`src/rtl/wb_cmd_master_pkg.sv`:
```
// rtl/wb_cmd_master_pkg.sv - shared types and register map for the Wishbone command master
// Contents:
//   state_t  : bus-cycle FSM states (IDLE, BUS, RSP)
//   ADDR_TX  : UART register-slave TX data address (write)
//   ADDR_RX  : UART register-slave RX data address (read)
package wb_cmd_master_pkg;

    typedef enum logic [1:0] {
        IDLE = 2'd0,
        BUS  = 2'd1,
        RSP  = 2'd2
    } state_t;

    localparam logic ADDR_TX = 1'b0;
    localparam logic ADDR_RX = 1'b1;

endpackage

```
`src/rtl/wb_cmd_timeout.sv`:
```
// rtl/wb_cmd_timeout.sv - bus-cycle watchdog counter with expiry flag
// Used only when WB_CMD_MASTER_TIMEOUT_EN is defined.
// Ports:
//   i_clk, i_rst_n : clock, asynchronous active-low reset
//   i_clear        : hold the count at zero (asserted whenever the master is outside BUS)
//   i_run          : count this cycle (master in BUS with no ACK)
//   o_expired      : count has reached G_TIMEOUT-1
module wb_cmd_timeout #(
    parameter int G_TIMEOUT = 15
) (
    input  logic i_clk,
    input  logic i_rst_n,
    input  logic i_clear,
    input  logic i_run,
    output logic o_expired
);

    localparam int                CNT_W    = $clog2(G_TIMEOUT);
    localparam logic [CNT_W-1:0] CNT_LAST = CNT_W'(G_TIMEOUT - 1);

    logic [CNT_W-1:0] cnt_q;
    logic [CNT_W-1:0] cnt_d;

    assign o_expired = (cnt_q == CNT_LAST);

    // Saturate at the last value so a held expiry never wraps back to zero.
    always_comb begin
        cnt_d = cnt_q;
        if (i_clear) begin
            cnt_d = '0;
        end else if (i_run && !o_expired) begin
            cnt_d = cnt_q + CNT_W'(1);
        end
    end

    always_ff @(posedge i_clk or negedge i_rst_n) begin
        if (!i_rst_n) begin
            cnt_q <= '0;
        end else begin
            cnt_q <= cnt_d;
        end
    end

endmodule

```
`src/rtl/wb_cmd_master.sv`:
```
// rtl/wb_cmd_master.sv - Wishbone B4 classic single-transfer initiator driven by a command stream
// Optional feature macro: WB_CMD_MASTER_TIMEOUT_EN (abort a bus cycle after G_TIMEOUT cycles without ACK).
// Ports:
//   i_clk, i_rst_n                          : clock, asynchronous active-low reset
//   i_cmd_valid/o_cmd_ready, i_cmd_we/addr/data : command channel (o_cmd_ready is combinational)
//   o_rsp_valid/i_rsp_ready, o_rsp_data/err : response channel
//   o_cyc, o_stb, o_we, o_addr, o_data      : Wishbone initiator outputs (registered)
//   i_data, i_ack                           : Wishbone read data and acknowledge
module wb_cmd_master
    import wb_cmd_master_pkg::*;
#(
    parameter int G_WORD_WIDTH = 8,
    parameter int G_ADDR_WIDTH = 1,
    parameter int G_TIMEOUT    = 15
) (
    input  logic                    i_clk,
    input  logic                    i_rst_n,
    input  logic                    i_cmd_valid,
    output logic                    o_cmd_ready,
    input  logic                    i_cmd_we,
    input  logic [G_ADDR_WIDTH-1:0] i_cmd_addr,
    input  logic [G_WORD_WIDTH-1:0] i_cmd_data,
    output logic                    o_rsp_valid,
    input  logic                    i_rsp_ready,
    output logic [G_WORD_WIDTH-1:0] o_rsp_data,
    output logic                    o_rsp_err,
    output logic                    o_cyc,
    output logic                    o_stb,
    output logic                    o_we,
    output logic [G_ADDR_WIDTH-1:0] o_addr,
    output logic [G_WORD_WIDTH-1:0] o_data,
    input  logic [G_WORD_WIDTH-1:0] i_data,
    input  logic                    i_ack
);

    if (G_TIMEOUT < 2) begin : g_timeout_check
        $error("wb_cmd_master: G_TIMEOUT must be at least 2");
    end

    state_t                  state_q, state_d;
    logic                    cyc_q, cyc_d;
    logic                    stb_q, stb_d;
    logic                    we_q, we_d;
    logic [G_ADDR_WIDTH-1:0] addr_q, addr_d;
    logic [G_WORD_WIDTH-1:0] data_q, data_d;
    logic                    rsp_valid_q, rsp_valid_d;
    logic [G_WORD_WIDTH-1:0] rsp_data_q, rsp_data_d;
    logic                    rsp_err_q, rsp_err_d;
    logic                    timeout_hit;

`ifdef WB_CMD_MASTER_TIMEOUT_EN
    // Counter is held clear outside BUS, so it always starts from zero on BUS entry.
    wb_cmd_timeout #(
        .G_TIMEOUT (G_TIMEOUT)
    ) u_timeout (
        .i_clk     (i_clk),
        .i_rst_n   (i_rst_n),
        .i_clear   (state_q != BUS),
        .i_run     ((state_q == BUS) && !i_ack),
        .o_expired (timeout_hit)
    );
`else
    assign timeout_hit = 1'b0;
`endif

    assign o_cmd_ready = (state_q == IDLE);
    assign o_cyc       = cyc_q;
    assign o_stb       = stb_q;
    assign o_we        = we_q;
    assign o_addr      = addr_q;
    assign o_data      = data_q;
    assign o_rsp_valid = rsp_valid_q;
    assign o_rsp_data  = rsp_data_q;
    assign o_rsp_err   = rsp_err_q;

    // i_ack is only looked at in BUS; the slave's trailing ACK lands in RSP and is dropped.
    always_comb begin
        state_d     = state_q;
        cyc_d       = cyc_q;
        stb_d       = stb_q;
        we_d        = we_q;
        addr_d      = addr_q;
        data_d      = data_q;
        rsp_valid_d = rsp_valid_q;
        rsp_data_d  = rsp_data_q;
        rsp_err_d   = rsp_err_q;
        case (state_q)
            IDLE: begin
                if (i_cmd_valid) begin
                    we_d    = i_cmd_we;
                    addr_d  = i_cmd_addr;
                    data_d  = i_cmd_data;
                    cyc_d   = 1'b1;
                    stb_d   = 1'b1;
                    state_d = BUS;
                end
            end
            BUS: begin
                // ACK takes priority over a simultaneous timeout expiry.
                if (i_ack) begin
                    cyc_d       = 1'b0;
                    stb_d       = 1'b0;
                    rsp_data_d  = we_q ? '0 : i_data;
                    rsp_err_d   = 1'b0;
                    rsp_valid_d = 1'b1;
                    state_d     = RSP;
                end else if (timeout_hit) begin
                    cyc_d       = 1'b0;
                    stb_d       = 1'b0;
                    rsp_data_d  = '0;
                    rsp_err_d   = 1'b1;
                    rsp_valid_d = 1'b1;
                    state_d     = RSP;
                end
            end
            RSP: begin
                if (i_rsp_ready) begin
                    rsp_valid_d = 1'b0;
                    state_d     = IDLE;
                end
            end
            default: begin
                state_d = IDLE;
            end
        endcase
    end

    always_ff @(posedge i_clk or negedge i_rst_n) begin
        if (!i_rst_n) begin
            state_q     <= IDLE;
            cyc_q       <= 1'b0;
            stb_q       <= 1'b0;
            we_q        <= 1'b0;
            addr_q      <= '0;
            data_q      <= '0;
            rsp_valid_q <= 1'b0;
            rsp_data_q  <= '0;
            rsp_err_q   <= 1'b0;
        end else begin
            state_q     <= state_d;
            cyc_q       <= cyc_d;
            stb_q       <= stb_d;
            we_q        <= we_d;
            addr_q      <= addr_d;
            data_q      <= data_d;
            rsp_valid_q <= rsp_valid_d;
            rsp_data_q  <= rsp_data_d;
            rsp_err_q   <= rsp_err_d;
        end
    end

endmodule
```
`config.mk`:
```
export PLATFORM = sky130hd
export DESIGN_NAME = wb_cmd_master
export DESIGN_NICKNAME = d
export VERILOG_FILES = /design/src/rtl/wb_cmd_master_pkg.sv /design/src/rtl/wb_cmd_timeout.sv /design/src/rtl/wb_cmd_master.sv
export SDC_FILE = /design/constraint.sdc
export NUM_CORES = 1
export LEC_CHECK = 0
export BUFFER_PORTS_ARGS = -buffer_cell sky130_fd_sc_hd__buf_4
export CORE_MARGIN = 5
export CORE_UTILIZATION = 25
export CTS_CLUSTER_SIZE = 20
export DETAILED_ROUTE_END_ITERATION = 8
export GPL_ROUTABILITY_DRIVEN = 1
export PLACE_DENSITY_LB_ADDON = 0.15
export SKIP_CTS_REPAIR_TIMING = 1
export SYNTH_ARGS = -nofsm -noshare
export SYNTH_HDL_FRONTEND = slang
export SYNTH_SLANG_ARGS = --single-unit
```
`constraint.sdc`:
```
create_clock -name i_clk -period 3.15 [get_ports i_clk]
set_input_delay 0.1575 -clock i_clk [delete_from_list [all_inputs] [get_ports i_clk]]
set_output_delay 0.1575 -clock i_clk [all_outputs]
set_load 0.03 [all_outputs]
```
# Word level (Yosys, flattened, before mapping)
# Index checks and enable logic that the tools add are counted.
[word_totals] latch_bits=0 rom_bits=0 mem_count=0 register_bits=22 output_inout_bits=23 wordCells=31 mem_bits_rw=0 inputBits=23
[op_classes] n_mul=0 bitwise_logic=0 n_mux=11 n_eq_ne=5 n_div=0 n_lt_le_gt_ge=0 shift=0 n_reduce_logical=8 addsub=0
[op_table] op="$reduce_and 3->1" n=3
[op_table] op="$mux 8" n=1
[op_table] op="$mux 2" n=3
[op_table] op="$ne 2x2->1 const B" n=3
[op_table] op="$pmux 2 s3" n=1
[op_table] op="$mux 1" n=4
[op_table] op="$pmux 1 s2" n=2
[op_table] op="$reduce_and 2->1" n=2
[op_table] op="$reduce_bool 2->1" n=2
[op_table] op="$eq 2x1->1 const B" n=1
[op_table] op="$eq 2x2->1 const B" n=1
[op_table] op="$logic_not 2->1" n=1

# Longest topological paths before layout
# Gate-level depths: netlist of run 1.
[depth] ltp_word=3 mapped_depth=4

# Worst setup path before layout of run 1
# OpenSTA, ideal clock, no wires.
[synth_path] path_kind="register to register" start="register state_q[0]" end="register addr_q, in the netlist o_addr" setup_ns=0.125 path_stages_with_launch=5 path_buffers=1 period_less_slack_ns=1.504 arrival_time_ns=1.379 slack_ns=1.646 cell_sequence="dfrtp_1 nor2_2 and2_4 buf_12 mux2_4"
[synth_between] elab_chain_cells=2
[synth_rtl] element="start: declaration" line_no="wb_cmd_master.sv:40" source="state_t state_q, state_d;"
[synth_rtl] element="start signal: assignment" line_no="wb_cmd_master.sv:140" source="state_q <= state_d;"
[synth_rtl] element="$logic_not 2->1"
[synth_rtl] element="net o_cmd_ready" line_no="wb_cmd_master.sv:19" source="output logic o_cmd_ready,"
[synth_rtl] element="$reduce_and 2->1 (no source line)"
[synth_rtl] element="end signal: assignment" line_no="wb_cmd_master.sv:144" source="addr_q <= addr_d;"
[synth_rtl] element="end: declaration" line_no="wb_cmd_master.sv:44" source="logic [G_ADDR_WIDTH-1:0] addr_q, addr_d;"
# The timed path passes the listed nets, and every way through them passes these cells.
# A chain may end at the register's enable or synchronous reset.

# Worst setup path after layout of run 1
[layout_path] start="register state_q[0]" end="register data_q[0], in the netlist o_data[0]"
[layout_between] elab_chain_cells=2
[layout_rtl] element="$logic_not 2->1" line_no="wb_cmd_master.sv:87" source="case (state_q)"
[layout_rtl] element="$reduce_and 2->1 (no source line)"
[layout_rtl] element="end signal: assignment" line_no="wb_cmd_master.sv:145" source="data_q <= data_d;"
[layout_rtl] element="end: declaration" line_no="wb_cmd_master.sv:45" source="logic [G_WORD_WIDTH-1:0] data_q, data_d;"
# Every way passes these cells.

==> summary.md, run 1 <==
| Metric | Value |
|---|---|
| Total Power | `approximately 1.4 mW` |
| DR vias/cell | `3.94` |
| Setup TNS | `0 ns` |
| Synth top area cells | `dfrtp_1, mux2_4, nand2b_1` |
| Worst Setup End Kind | `flop` |
| Total routed wirelength | `between 2000 and 2500 um` |
| Die footprint | `5130 sq um` |
| Share of cells above drive strength 1 | `0.492` |
| PnR worst setup slack | `around 1.8 ns` |
| Vias in the first global route | `roughly 700` |
| Clk slew on worst S/H paths | `about 0.07 ns` |
| CP startpoint kind | `flop` |
| Post-route minimum period | `around 1.4 ns` |
| Final instance area | `1350 sq um` |
| Maxcap violations | `0` |
| Count of non-filler cells in the finished layout | `~170` |
| Synthesis Warnings | `0` |
| Area grow syn2layout | `42.3%` |
| Grt total ovfl | `0` |
| Worst skew pair latency | `about 0.25 ns` |
| Routability cong. | `between 0.7 and 0.8` |
| Final hold violation count | `0` |
| Setup WS pre-CTS | `between 1.5 and 2 ns` |
| DRT iter0 DRCs | `7` |
| Leading area contributor after synthesis | `dfrtp_1` |
| Clk_skew | `0.00247 ns` |
| Clock sink count | `22` |
| Wirelength per Cell | `about 12 um` |
| Worst-path fanout max | `10` |
| Syn_area_per_cell | `roughly 12 sq um` |
| Row cnt | `22` |
| Die Span X | `71.6 um` |
| NumNets Final | `~150` |
| GRT Overall Usage | `0.0827` |
| Leakage | `around 0.67 nW` |
| Die Span Y | `approximately 72 um` |
| Mapped Area | `948 sq um` |
| Core Region | `3660 sq um` |
| Post-Syn Instances | `76` |
| Placed Cells | `between 150 and 200` |
| Initial core utilization | `0.259` |
| TritonCTS Buffers | `3` |
| Maximum level of the CTS H-tree | `1` |
| Slew @ Worst Pin | `slightly above 0.5 ns` |
| Final Max Tran Viols | `0` |
| Pin count of the biggest net entering global routing | `23` |
| Worst Setup Path Type | `reg2reg` |
| Count of cell types in the netlist | `17` |
| Normalized max-slew margin | `0.656` |
| Hold path startpoint | `i_rsp_ready` |
| Port Buffers | `44` |
| Status | `finished clean` |
| Worst VDD drop | `~0.33 mV` |
| Sequential share of the synthesized area | `0.580` |
| I/O Pins | `46` |
| Worst hold path class | `in2reg` |
| Inserted Diodes | `0` |
| Reg-to-Reg Start | `state_q[0]$_DFFE_PN0P_` |
| Synth Net Count | `99` |
| Drt pass-1 iters | `2` |
| Final cell utilization of the core | `0.369` |
| Antenna violations before repair | `0` |
| Max Clk Rate | `0.735 GHz` |
| Placed inst area | `between 1000 and 1500 sq um` |
| Arr. time, crit path | `~1.5 ns` |
| Yosys reg bits | `22` |
| RSZ-0062 raised after global routing | `no` |
| Pwr/cell area | `1040 nW/um^2` |
| # setup viols final | `0` |
| Final Cycle Share | `0.432` |
| Clock root cell | `clkbuf_8` |
| Post-route ant nets | `0` |
| Top cell type's share of synthesized area | `0.580` |
| First-pass GRT wire length | `~3400 um` |
| CTS max path bufs | `2` |
| Crit path from | `state_q[0]$_DFFE_PN0P_` |
| DR DRC count | `0` |
| CTS tree | `yes` |
| Worst Hold Margin | `roughly 0.084 ns` |
| Via count | `~660` |
| Critical path required time | `around 3.3 ns` |
| DP HPWL | `1510 um` |
worst max-delay path, stage by stage (launching register included):
cell     delay [ns]
dfrtp_1        0.46
nor2_2         0.18
and2_4         0.28
mux2_4         0.32
state kept, by name, indices dropped and copies added (netlist names):
name	flops
o_data	8
o_rsp_data	8
state_q	2
o_addr	1
o_rsp_valid	1
o_stb	1
o_we	1
cells in the final DEF (no fill, tap or decap):
cell type      count
buf_4             44
dfrtp_1           22
mux2_4            10
o21ai_0           10
nand2_1            9
nand2b_1           8
a21oi_1            3
clkbuf_8           3
inv_1              2
nor2_1             2
nor2_2             1
and2_4             1
mux2i_1            1
nand3b_1           1
o31ai_1            1
conb_1             1
dlygate4sd3_1      1
synth_stat cells, drive strengths merged:
library cell,number
dfrtp,22
mux2,10
o21ai,10
nand2,9
nand2b,8
buf,4
a21oi,3
nor2,3
inv,2
and2,1
conb,1
mux2i,1
nand3b,1
o31ai,1
power by group:
group,switching (mW),internal [mW],leakage [nW]
clock,0.0818,0.0850,0.0216
sequential,0.0933,0.412,0.269
combinational,0.416,0.322,0.374
kinds of logic after synthesis:
family / Yosys count / share of synthesized area
muxes: 11 / 0.169
and+or+nand+nor: 22 / 0.120
DFF: 22 / 0.580
other: 1 / 0.00395
AOI/OAI and AO/OA: 14 / 0.0765
buffers and inverters: 6 / 0.0501
area by class of cell:
type | instances | area (sq um)
repair buffers | 45 | 340
multi-input cells | 48 | 350
flip-flops and latches | 22 | 551
inverters | 2 | 7.51
fillers | 381 | 2310
well taps | 48 | 60.1
clock buffers | 3 | 41.3
metal layers:
layer,up-vias,global-route usage,part of all wire
li1,338,-,-
met1,295,0.108,0.49
met2,27,0.124,0.42
met3,2,0.0393,0.086
met4,0,0.0188,0.0040
met5,-,0,0
path summary, 6_finish.rpt:
kind / cells past startpoint / slack (ns) / endpoint
setup / recovery: 3 / 1.79 / o_data[0]$_DFFE_PN0P_
hold / removal: 2 / 0.08 / state_q[1]$_DFFE_PN0P_
setup reg to reg: 3 / 1.79 / o_data[0]$_DFFE_PN0P_
hold reg to reg: 2 / 0.49 / o_rsp_data[7]$_DFFE_PN0P_
max in group asynchronous: 2 / 2.61 / o_rsp_valid$_DFFE_PN0P_
min in group asynchronous: 2 / 0.32 / o_rsp_data[6]$_DFFE_PN0P_
(Power assumes the default switching activity.)
==> run 2: changes to the inputs <==
==> constraint.sdc (replaced) <==
create_clock -name i_clk -period 1.4 [get_ports i_clk]
set_input_delay 0.07 -clock i_clk [delete_from_list [all_inputs] [get_ports i_clk]]
set_output_delay 0.07 -clock i_clk [all_outputs]
set_load 0.03 [all_outputs]
==> run 2 against run 1 <==
Critical path depth is the same. Non-clock buffer count grew 3. Wire length grew 5.2%. Worst setup slack lost 1.7 ns. Die area is the same. Register-to-register slack lost 1.7 ns.
==> summary.md, run 2 (synthesized netlist as in run 1, its figures left out) <==
| Metric | Value |
|---|---|
| Die Span X | `around 72 um` |
| DR vias/cell | `roughly 3.9` |
| Total routed wirelength | `2110 um` |
| Worst VDD drop | `0.960 mV` |
| Row cnt | `22` |
| Clock share of power | `0.172` |
| Antenna violations before repair | `0` |
| Worst Setup End Kind | `flop` |
| Max Clk Rate | `a little under 0.8 GHz` |
| Final Max Tran Viols | `0` |
| Setup TNS | `0 ns` |
| # setup viols final | `0` |
| Post-route minimum period | `1.26 ns` |
| Worst skew pair latency | `about 0.26 ns` |
| Power Internal | `a little over 2 mW` |
| Grt met3 use | `0.0421` |
| Net Sw Power | `around 1.4 mW` |
| Post-route ant nets | `0` |
| Maximum level of the CTS H-tree | `1` |
| Vias in the first global route | `between 700 and 800` |
| CP startpoint kind | `flop` |
| Arr. time, crit path | `between 1 and 1.5 ns` |
| CTS max path bufs | `2` |
| TritonCTS Buffers | `3` |
| Sequential power share | `0.334` |
| Final Cycle Share | `0.903` |
| Commonest non-fill, non-tap cells in the layout | `buf_4, dfrtp_1, mux2_4, o21ai_0, nand2_1` |
| Clock sink count | `22` |
| Routability cong. | `0.802` |
| Die footprint | `around 5100 sq um` |
| Grt total ovfl | `0` |
| Clock root cell | `clkbuf_8` |
| Pwr/cell area | `2420 nW/um^2` |
| Share of cells above drive strength 1 | `0.500` |
| Clk slew on worst S/H paths | `0.08 ns` |
| Met2 Usage GRT | `0.136` |
| GRT met1 Usage | `0.113` |
| RSZ-0062 raised after global routing | `no` |
| Switching Share | `0.398` |
| Maxcap violations | `0` |
| DP HPWL | `roughly 1600 um` |
| Most common cell after layout, fill and taps aside | `buf_4` |
| Critical path required time | `roughly 1.6 ns` |
| FILL cells | `roughly 370` |
| Core Region | `between 3000 and 4000 sq um` |
| Pin count of the biggest net entering global routing | `23` |
| Inserted Diodes | `0` |
| Clk_skew | `roughly 0.0072 ns` |
| DR DRC count | `0` |
| First-pass GRT wire length | `3640 um` |
| Via count | `between 600 and 700` |
| I/O Pins | `between 40 and 50` |
| Total Power | `between 3 and 4 mW` |
| Worst hold path class | `in2reg` |
| Port Buffers | `between 40 and 50` |
| Die Span Y | `~72 um` |
| Drt pass-1 iters | `3` |
| Worst-path fanout max | `10` |
| DRT iter0 DRCs | `12` |
| Area grow syn2layout | `48.7%` |
| Initial core utilization | `0.259` |
| GRT Max-Usage Layer | `met2` |
| GRT Overall Usage | `0.0902` |
| Wirelength per Cell | `12.3 um` |
| Leakage | `slightly below 0.7 nW` |
| Status | `finished clean` |
| Final hold violation count | `0` |
| Worst Hold Margin | `0.0308 ns` |
| Combinational Power Share | `0.495` |
| NumNets Final | `between 100 and 150` |
| CTS tree | `yes` |
| Worst Setup Path Type | `reg2reg` |
run 2: path summary, 6_finish.rpt:
kind,start,to,slack [ns],depth (start not counted)
min in group asynchronous,i_rst_n,o_rsp_data[5]$_DFFE_PN0P_,0.22,2
max reg2reg,state_q[1]$_DFFE_PN0P_,o_data[6]$_DFFE_PN0P_,0.14,3
max in group asynchronous,i_rst_n,o_stb$_DFFE_PN0P_,0.95,2
min,i_cmd_data[1],o_data[1]$_DFFE_PN0P_,0.03,2
max,state_q[1]$_DFFE_PN0P_,o_data[6]$_DFFE_PN0P_,0.14,3
min reg2reg,o_rsp_data[2]$_DFFE_PN0P_,o_rsp_data[2]$_DFFE_PN0P_,0.49,2
run 2: cell type report:
class	instances	area, sq um	area share
clock inverter	1	30.0	0.0213
clock buffer	3	41.3	0.0293
sequential	22	551	0.390
inverter	2	7.51	0.00532
tap	48	60.1	0.0426
multi-input combinational	48	355	0.252
timing repair buffer	48	365	0.259
run 2: power groups by stage:
stage	Sequential, mW	Clock [mW]	Combinational, mW
after floorplan	1.68	0	0.544
after global placement	1.15	0	1.70
after detailed placement	1.16	0	1.71
after CTS	1.15	0.614	1.71
after global routing	1.19	0.641	1.81
final	1.14	0.586	1.69
run 2: critical path, stage by stage, from the launching register on:
cell,delay (ns)
dfrtp_1,0.45
nor2_4,0.12
and2_4,0.27
mux2_4,0.32
run 2: metal layers:
layer  routed length [um]  up-vias  share of wire
met5                    0        -              0
met3                  209        2          0.099
met4                    9        0         0.0043
li1                     -      346              -
met1                  965      302           0.46
met2                  926       26           0.44
run 2: metrics by stage:
| step | util | instances | setup WS [ns] | area [sq um] |
|---|---|---|---|---|
| global route | 0.385 | 172 | 0.0667 | 1410 |
| global placement | 0.360 | 166 | 0.165 | 1320 |
| finish | 0.385 | 172 | 0.136 | 1410 |
| CTS | 0.380 | 170 | 0.124 | 1390 |
| floorplan | - | 76 | 0.00223 | 953 |
| detailed placement | 0.360 | 166 | 0.132 | 1320 |
